--- src/rtl/super_pixel_readout_arbiter.sv ---
// Super pixel readout arbiter: round-robin capture of pixel hits into a local
// FIFO, merged fairly with the upstream column daisy-chain onto one stream.

module super_pixel_readout_lane #(
  parameter int TOA_W  = 9,
  parameter int FTOA_W = 5,
  parameter int TOT_W  = 8,
  parameter int ADDR_W = 3,
  parameter int IDX    = 0,
  parameter int DATA_W = TOA_W + FTOA_W + TOT_W + ADDR_W + 1
) (
  input  logic              req,
  input  logic              ack,
  input  logic [TOA_W-1:0]  toa,
  input  logic [FTOA_W-1:0] ftoa,
  input  logic [TOT_W-1:0]  tot,
  input  logic              addr_col,
  output logic              elig,
  output logic [DATA_W-1:0] word
);
  // The pixel being acked this cycle still shows req; mask it so it can drop.
  assign elig = req && !ack;
  assign word = {toa, ftoa, tot, ADDR_W'(IDX), addr_col};
endmodule

module super_pixel_readout_arbiter #(
  parameter int N_PIX      = 8,
  parameter int TOA_W      = 9,
  parameter int FTOA_W     = 5,
  parameter int TOT_W      = 8,
  parameter int FIFO_DEPTH = 4,
  parameter int ADDR_W     = $clog2(N_PIX),
  parameter int DATA_W     = TOA_W + FTOA_W + TOT_W + ADDR_W + 1
) (
  input  logic                            clk_40MHz,
  input  logic                            rst_n,
  input  logic                            shutter,
  input  logic                            addr_col,
  input  logic [N_PIX-1:0]                pix_req,
  input  logic [N_PIX*TOA_W-1:0]          pix_toa,
  input  logic [N_PIX*FTOA_W-1:0]         pix_ftoa,
  input  logic [N_PIX*TOT_W-1:0]          pix_tot,
  output logic [N_PIX-1:0]                pix_ack,
  input  logic [DATA_W-1:0]               last_data,
  input  logic                            last_valid,
  output logic                            shake_hands_last,
  input  logic                            shake_hands_next,
  output logic [DATA_W-1:0]               arbiter_data,
  output logic                            data_valid,
  output logic [$clog2(FIFO_DEPTH+1)-1:0] fifo_level
);
  localparam int LVL_W = $clog2(FIFO_DEPTH + 1);
  localparam int PTR_W = $clog2(FIFO_DEPTH);
  localparam logic [ADDR_W:0]   NPIX_C   = (ADDR_W+1)'(N_PIX);
  localparam logic [ADDR_W-1:0] LAST_PIX = ADDR_W'(N_PIX - 1);
  localparam logic [LVL_W-1:0]  DEPTH_C  = LVL_W'(FIFO_DEPTH);

  logic [N_PIX-1:0]             elig;
  logic [N_PIX-1:0][DATA_W-1:0] lane_word;

  for (genvar i = 0; i < N_PIX; i++) begin : g_lane
    super_pixel_readout_lane #(
      .TOA_W(TOA_W), .FTOA_W(FTOA_W), .TOT_W(TOT_W),
      .ADDR_W(ADDR_W), .IDX(i), .DATA_W(DATA_W)
    ) u_lane (
      .req      (pix_req[i]),
      .ack      (pix_ack[i]),
      .toa      (pix_toa[i*TOA_W +: TOA_W]),
      .ftoa     (pix_ftoa[i*FTOA_W +: FTOA_W]),
      .tot      (pix_tot[i*TOT_W +: TOT_W]),
      .addr_col (addr_col),
      .elig     (elig[i]),
      .word     (lane_word[i])
    );
  end

  logic [ADDR_W-1:0] rr;
  logic [ADDR_W-1:0] grant_idx;
  logic              grant_any;
  logic              push;
  logic [ADDR_W:0]   sum;

  logic [DATA_W-1:0] mem [FIFO_DEPTH];
  logic [PTR_W-1:0]  wr_ptr, rd_ptr;
  logic              full, empty, pop;

  assign full  = (fifo_level == DEPTH_C);
  assign empty = (fifo_level == '0);

  // Rotating priority search starting at rr, wrapping modulo N_PIX.
  always_comb begin
    grant_any = 1'b0;
    grant_idx = '0;
    sum       = '0;
    for (int k = 0; k < N_PIX; k++) begin
      sum = {1'b0, rr} + (ADDR_W+1)'(k);
      if (sum >= NPIX_C) sum = sum - NPIX_C;
      if (!grant_any && elig[sum[ADDR_W-1:0]]) begin
        grant_any = 1'b1;
        grant_idx = sum[ADDR_W-1:0];
      end
    end
  end

  // Full blocks the push even when a pop frees a slot this same cycle.
  assign push = grant_any && shutter && !full;

  always_ff @(posedge clk_40MHz or negedge rst_n) begin
    if (!rst_n) begin
      rr      <= '0;
      pix_ack <= '0;
    end else begin
      pix_ack <= '0;
      if (push) begin
        pix_ack[grant_idx] <= 1'b1;
        rr <= (grant_idx == LAST_PIX) ? '0 : grant_idx + 1'b1;
      end
    end
  end

  always_ff @(posedge clk_40MHz) begin
    if (push) mem[wr_ptr] <= lane_word[grant_idx];
  end

  always_ff @(posedge clk_40MHz or negedge rst_n) begin
    if (!rst_n) begin
      wr_ptr     <= '0;
      rd_ptr     <= '0;
      fifo_level <= '0;
    end else begin
      if (push) wr_ptr <= wr_ptr + 1'b1;
      if (pop)  rd_ptr <= rd_ptr + 1'b1;
      case ({push, pop})
        2'b10:   fifo_level <= fifo_level + 1'b1;
        2'b01:   fifo_level <= fifo_level - 1'b1;
        default: fifo_level <= fifo_level;
      endcase
    end
  end

  // Output stage: pri toggles away from whichever source was last served.
  logic load, pri, sel_up, sel_local;

  assign load      = !data_valid || shake_hands_next;
  assign sel_up    = last_valid && (empty || pri);
  assign sel_local = !empty && !sel_up;
  assign pop       = load && sel_local;
  assign shake_hands_last = load && sel_up;

  always_ff @(posedge clk_40MHz or negedge rst_n) begin
    if (!rst_n) begin
      arbiter_data <= '0;
      data_valid   <= 1'b0;
      pri          <= 1'b0;
    end else if (load) begin
      if (sel_up || sel_local) begin
        arbiter_data <= sel_up ? last_data : mem[rd_ptr];
        data_valid   <= 1'b1;
        pri          <= sel_local;
      end else begin
        data_valid   <= 1'b0;
      end
    end
  end
endmodule

--- config.mk ---
export PLATFORM = sky130hd
export DESIGN_NAME = super_pixel_readout_arbiter
export DESIGN_NICKNAME = d
export VERILOG_FILES = /design/src/rtl/super_pixel_readout_arbiter.sv
export SDC_FILE = /design/constraint.sdc
export NUM_CORES = 1
export LEC_CHECK = 0
export CORE_MARGIN = 2
export CORE_UTILIZATION = 35
export CTS_CLUSTER_DIAMETER = 150
export DETAILED_ROUTE_END_ITERATION = 8
export GPL_ROUTABILITY_DRIVEN = 0
export MAX_ROUTING_LAYER = met4
export SETUP_SLACK_MARGIN = 0.02
export SKIP_LAST_GASP = 1
export SYNTH_ARGS = -nofsm -noshare
export SYNTH_HDL_FRONTEND = slang
export SYNTH_SLANG_ARGS = --single-unit
--- constraint.sdc ---
create_clock -name clk_40MHz -period 5.1 [get_ports clk_40MHz]
set_input_delay 1.53 -clock clk_40MHz [delete_from_list [all_inputs] [get_ports clk_40MHz]]
set_output_delay 1.53 -clock clk_40MHz [all_outputs]
set_load 0.01 [all_outputs]
# Yosys cells after proc, flatten, opt, wreduce, memory -nomap -nowiden
# Memories as Yosys holds them, arrays and structs flattened.
# Index checks and enable logic that the tools add are counted.
dict set report word_totals {
  regBits 46
  latch_bits 0
  ramBits 104
  rom_bits 0
  input_bits 216
  output_inout_bits 39
  elab_cells 149
  memories 1
}
dict set report op_classes {
  n_addsub 20
  mul 0
  div_mod_pow 0
  order_cmp 18
  n_eq_ne 4
  shifts 0
  n_mux 51
  bitwise_logic 0
  n_reduce_logical 47
}
# name depth word_bits read_ports rd_clocked_by_memory_dff write_ports line
set memory_table {}
lappend memory_table {mem 4 26 1 0 1 83} ;# logic [DATA_W-1:0] mem [FIFO_DEPTH];
# operator n
set op_table {}
lappend op_table {{$bmux W26 S3} 1}
lappend op_table {{$mux W26} 2}
lappend op_table {{$mux W3} 17}
lappend op_table {{$lt A3 B4 Y1 const B} 9}
lappend op_table {{$ge A4 B4 Y1 const B} 7}
lappend op_table {{$sub A3 B1 Y3 const B} 9}
lappend op_table {{$bmux W1 S3} 8}
lappend op_table {{$logic_and A1 B1 Y1} 22}
lappend op_table {{$mux W1} 20}
lappend op_table {{$logic_not A1 Y1} 19}
lappend op_table {{$add A3 B3 Y4 const B} 4}
lappend op_table {{$add A3 B2 Y4 const B} 2}
lappend op_table {{$mux W8} 1}
lappend op_table {{$add A3 B1 Y3 const B} 2}
lappend op_table {{$eq A3 B3 Y1 const B} 2}
lappend op_table {{$pmux W3 S2} 1}
lappend op_table {{$add A2 B1 Y2 const B} 2}
lappend op_table {{$add A3 B1 Y4 const B} 1}
lappend op_table {{$ge A3 B4 Y1 const B} 1}
lappend op_table {{$demux W1 S3} 1}
lappend op_table {{$ge A3 B1 Y1 const B} 1}
lappend op_table {{$logic_not A3 Y1} 1}
lappend op_table {{$logic_or A1 B1 Y1} 3}
lappend op_table {{$eq A2 B1 Y1 const B} 1}
lappend op_table {{other kinds (3)} 3}

# Depth between registers and ports, before layout
dict set report depth {
  ltp_word 31
  depth_mapped 17
}

# Hierarchy
# Synthesis repeated with hierarchy kept, for this count alone.
dict set report unflattened {
  hier_cells 867
  area_unflattened_um2 10418.7
}
# mod n_inst cells_each area_each_um2 seq_area_each_um2
set by_module_without_submodules {}
lappend by_module_without_submodules {super_pixel_readout_arbiter 1 637 8694.6 4274.1}
lappend by_module_without_submodules {{super_pixel_readout_lane at g_lane[1].u_lane ...} 6 29 216.5 0.0}
lappend by_module_without_submodules {{super_pixel_readout_lane at g_lane[0].u_lane ...} 2 28 212.7 0.0}

# Worst setup path before layout
# Ideal clock, no wire load.
dict set report synth_path {
  path_type {in2reg}
  from {input pix_req[3]}
  to {memory mem[0][0] (netlist name), enable pin}
  setup_ps 385
  arrival_time_ps 4002
  path_slack_ps 713
  path_stages 7
  cell_sequence {nand2b_1 -> mux2_2 -> mux4_2 -> nor3b_2 -> a31oi_1 -> clkbuf_1 -> and2_1}
}
dict set report synth_via {
  elab_chain_cells 29
  word_cells_on_any_way 43
}
# element line
set synth_rtl {}
lappend synth_rtl {{from (decl)} 39} ;# input logic [N_PIX-1:0] pix_req,
lappend synth_rtl {{$logic_and A1 B1 Y1 *} 22} ;# assign elig = req && !ack;
lappend synth_rtl {{$bmux W1 S3} 98} ;# if (!grant_any && elig[sum[ADDR_W-1:0]]) begin
lappend synth_rtl {{$mux W1 (implied by the code)} 98}
lappend synth_rtl {{$mux W1} 98}
lappend synth_rtl {{$logic_not A1 Y1} 98}
lappend synth_rtl {{$logic_and A1 B1 Y1} 98}
lappend synth_rtl {{$mux W1} 98}
lappend synth_rtl {{$logic_not A1 Y1} 98}
lappend synth_rtl {{(+12 left out)} --}
lappend synth_rtl {{$logic_and A1 B1 Y1} 98}
lappend synth_rtl {{$mux W1} 98}
lappend synth_rtl {{$logic_not A1 Y1} 98}
lappend synth_rtl {{$logic_and A1 B1 Y1} 98}
lappend synth_rtl {{$mux W1 *} 98}
lappend synth_rtl {{$logic_and A1 B1 Y1 * (2 in series)} 106} ;# assign push = grant_any && shutter && !full;
lappend synth_rtl {{$mux W1 *} 122} ;# if (push) mem[wr_ptr] <= lane_word[grant_idx];
lappend synth_rtl {{$mux W1 (implied by the code) *} 122}
lappend synth_rtl {{to (decl)} 83}
# Every way passes the cells marked *; elsewhere a longest branch is shown, timed or not. The select of a mux whose other input is x is not followed.

# Final worst setup path
dict set report layout_path {
  from {input pix_req[1]}
  to {memory mem[0][5] (netlist name), data pin}
}
dict set report layout_via {
  elab_chain_cells 27
  word_cells_on_any_way 48
}
# element line
set layout_rtl {}
lappend layout_rtl {{$logic_and A1 B1 Y1 *} 22}
lappend layout_rtl {{$bmux W1 S3} 98}
lappend layout_rtl {{$mux W1 (implied by the code)} 98}
lappend layout_rtl {{$mux W1} 98}
lappend layout_rtl {{$logic_not A1 Y1} 98}
lappend layout_rtl {{$logic_and A1 B1 Y1} 98}
lappend layout_rtl {{$mux W1} 98}
lappend layout_rtl {{$logic_not A1 Y1} 98}
lappend layout_rtl {{(+11 left out)} --}
lappend layout_rtl {{$logic_not A1 Y1} 98}
lappend layout_rtl {{$logic_and A1 B1 Y1} 98}
lappend layout_rtl {{$mux W1} 98}
lappend layout_rtl {{$logic_not A1 Y1} 98}
lappend layout_rtl {{$logic_and A1 B1 Y1} 98}
lappend layout_rtl {{$mux W3 *} 98}
lappend layout_rtl {{$bmux W26 S3 *} 122}
lappend layout_rtl {{$mux W26 (implied by the code) *} 122}
# Marked as above.

==> run metrics <==
Die X 164 µm; status complete, no violations; initial antenna violation count 1; CP Cell Sequence clkdlybuf4s50_1 -> and3b_4 -> or2_1 -> mux4_2 -> or3_1 -> a311oi_1 -> o22ai_2 -> a21bo_4 -> buf_4 -> o32ai_1 -> a311oi_1 -> buf_4; die area 0.0270 mm²; number of enable flip-flop cells after synthesis 104; largest net degree at the start of global routing 77; register area share after synthesis 47.6%; Relative slew margins 29.5%; first-pass GRT wire length 43,000 µm; Starting Density 35.7%; Worst Tran Pin Value 1.06 ns; Worst-path clk slew 0.06 ns; Worst setup EP type flop; Clk Tree Root Cell clkbuf_16; vias in the first global route 7,506; Cell Area, Synth 0.00898 mm²; Hold Crit Class flop to flop; fmax 0.205 GHz; Worst Setup Start Kind input port; ANT nets after route 0; IO buf count 254; RSZ-0062 raised after global routing no; Mapped Nets 990; post-CTS setup buffer count 0; worst endpoint required time 5.37 ns; Final period util 95.8%; First-pass DRT Iterations 5; hold buffers post-CTS 0; GRT Total Usage 21.6%; syn_area_per_cell 11.7 µm²; final hold vios 0; Crit Path Class input port to flop; post-synth top area share 34.8%; Synth cell types 63; # DRC 0; Final nets 1,250; Placed Area 0.0122 mm²; fin area 0.0128 mm²; post-CTS resize count 0; area leader, netlist edfxtp_1; Worst Path Max Fanout 16; Commonest cells post-synth 104 x edfxtp_1, 83 x nand2_1, 46 x dfrtp_1; worst-skew pair later-pin latency 0.42 ns; post-synthesis instance total 765; minimum clock period 4.88 ns; Die Span Y 164 µm; Final WS setup 0.216 ns; gr ovfl total 0; WHS Path Cells 2; CTS Buffer Depth 2; Rows 58; CP max stage cell mux4_2; via count 7,483; async set-or-reset flop fraction in the synthesized netlist 30.7%; synth top area cells edfxtp_1 35%, dfrtp_1 13%, mux4_2 9.8%; cell with the most instances after synthesis edfxtp_1; Top-Level Pins 255; CTS buffer count 17; CORE AREA 0.0252 mm²; synth warn 0; slowest stage delay, CP 0.56 ns; Critical Path AT 5.16 ns; Sink Count 150; Clock Skew 0.0104 ns; Synth Flop Type edfxtp_1; vias per std cell 5.47; max-cap check violation count 0; worst slack, placed -0.188 ns; share of cells above drive strength 1 16.2%; Synth Register Bits 150; Clock H-tree levels 4; Layout area overhead 42.3%; max-slew violations 0; TritonCTS clock tree built; R2R depth 12; Post-Route WL 28,300 µm; final setup vio count 0; drt wl/cell 20.6 µm; post-DP HPWL 21,200 µm; initial drt markers 703
-- path summary, 6_finish.rpt --
check                                             startpoint                            to  slack, ns
worst max-delay path                              pix_req[1]           mem[0][5]$_DFFE_PP_       0.22
worst min-delay path            arbiter_data[17]$_DFFE_PN0P_  arbiter_data[17]$_DFFE_PN0P_       0.47
worst max register to register             rr[0]$_DFFE_PN0P_           mem[0][5]$_DFFE_PP_       0.75
worst min register to register  arbiter_data[17]$_DFFE_PN0P_  arbiter_data[17]$_DFFE_PN0P_       0.47
max in group asynchronous                              rst_n         rd_ptr[0]$_DFFE_PN0P_       3.08
min in group asynchronous                              rst_n        data_valid$_DFFE_PN0P_       1.31
-- routing by layer --
metal / GRT usage, % / share of wire, % / vias to the layer above
met3: 2.95 / 5.5 / 33
li1: - / - / 3512
met5: - / 0 / -
met1: 31.4 / 47 / 3665
met4: 6.10 / 1.9 / 0
met2: 31.7 / 46 / 273
-- critical path: cells and delay by family --
family / cells / cell delay, ns
AOI/OAI and AO/OA: 5 / 1.39
muxes: 1 / 0.56
and+or+nand+nor: 3 / 0.84
buffers and inverters: 3 / 0.82
-- layout make-up --
cell class / count / area, µm²
fillers: 2254 / 12400
flip-flops and latches: 150 / 4280
multi-input cells: 523 / 4270
repair buffers: 321 / 3180
clock buffers: 21 / 472
well taps: 330 / 413
clock inverters: 11 / 119
inverters: 12 / 52.6
diodes: 1 / 2.50
-- registers in the layout, indices dropped and copies added, names as in the netlist --
register and count:
pri 1, rr 3, rd_ptr 2, arbiter_data 26
wr_ptr 2, mem 104, data_valid 1, pix_ack 8
fifo_level 3
-- kinds of logic (layout without fill, tap and decap cells) --
logic type / count (synthesis) / in the layout / synth area share (%)
AO/OA/AOI/OAI: 202 / 202 / 17.6
XOR/XNOR: 11 / 11 / 1.07
buffers and inverters: 92 / 365 / 5.31
multiplexers: 82 / 82 / 14.6
flip-flops: 150 / 150 / 47.6
adder cells (fa/ha/maj): 9 / 9 / 1.34
AND/OR/NAND/NOR: 219 / 219 / 12.5
other: 0 / 1 / 0
-- per-stage QoR --
stage / setup TNS (ns) / instances / util (%) / hold slack [ns]
after global routing: 0 / 1369 / 50.7 / 0.502
after CTS: 0 / 1368 / 50.7 / 0.484
after detailed placement: -3.33 / 1336 / 48.4 / 0.469
after floorplan: 0 / 765 / - / 0.468
final: 0 / 1369 / 50.7 / 0.475
after global placement: -1.42 / 1336 / 48.4 / 0.461
-- placed cells by master, fill, tap and decap left out, drive strengths merged, types with 2 or more instances in the layout --
cell	instances
clkdlybuf4s50	253
edfxtp	104
nand2	83
buf	68
dfrtp	46
and3	44
a21boi	44
o21ai	41
mux2i	39
mux4	39
nand3	33
a211oi	25
a311oi	24
o2111ai	22
o32ai	22
clkbuf	21
nor2	16
inv	15
nand2b	10
ha	8
nor2b	6
xnor2	6
nor3	6
and2	6
xor2	5
o211ai	5
clkinv	5
mux2	4
a31oi	3
nand3b	3
a21o	3
nor4bb	2
a21oi	2
bufinv	2
nor3b	2
or2	2
Power is not shown: default switching activity piles up to over one toggle a cycle in this logic, so the estimate is an artifact.
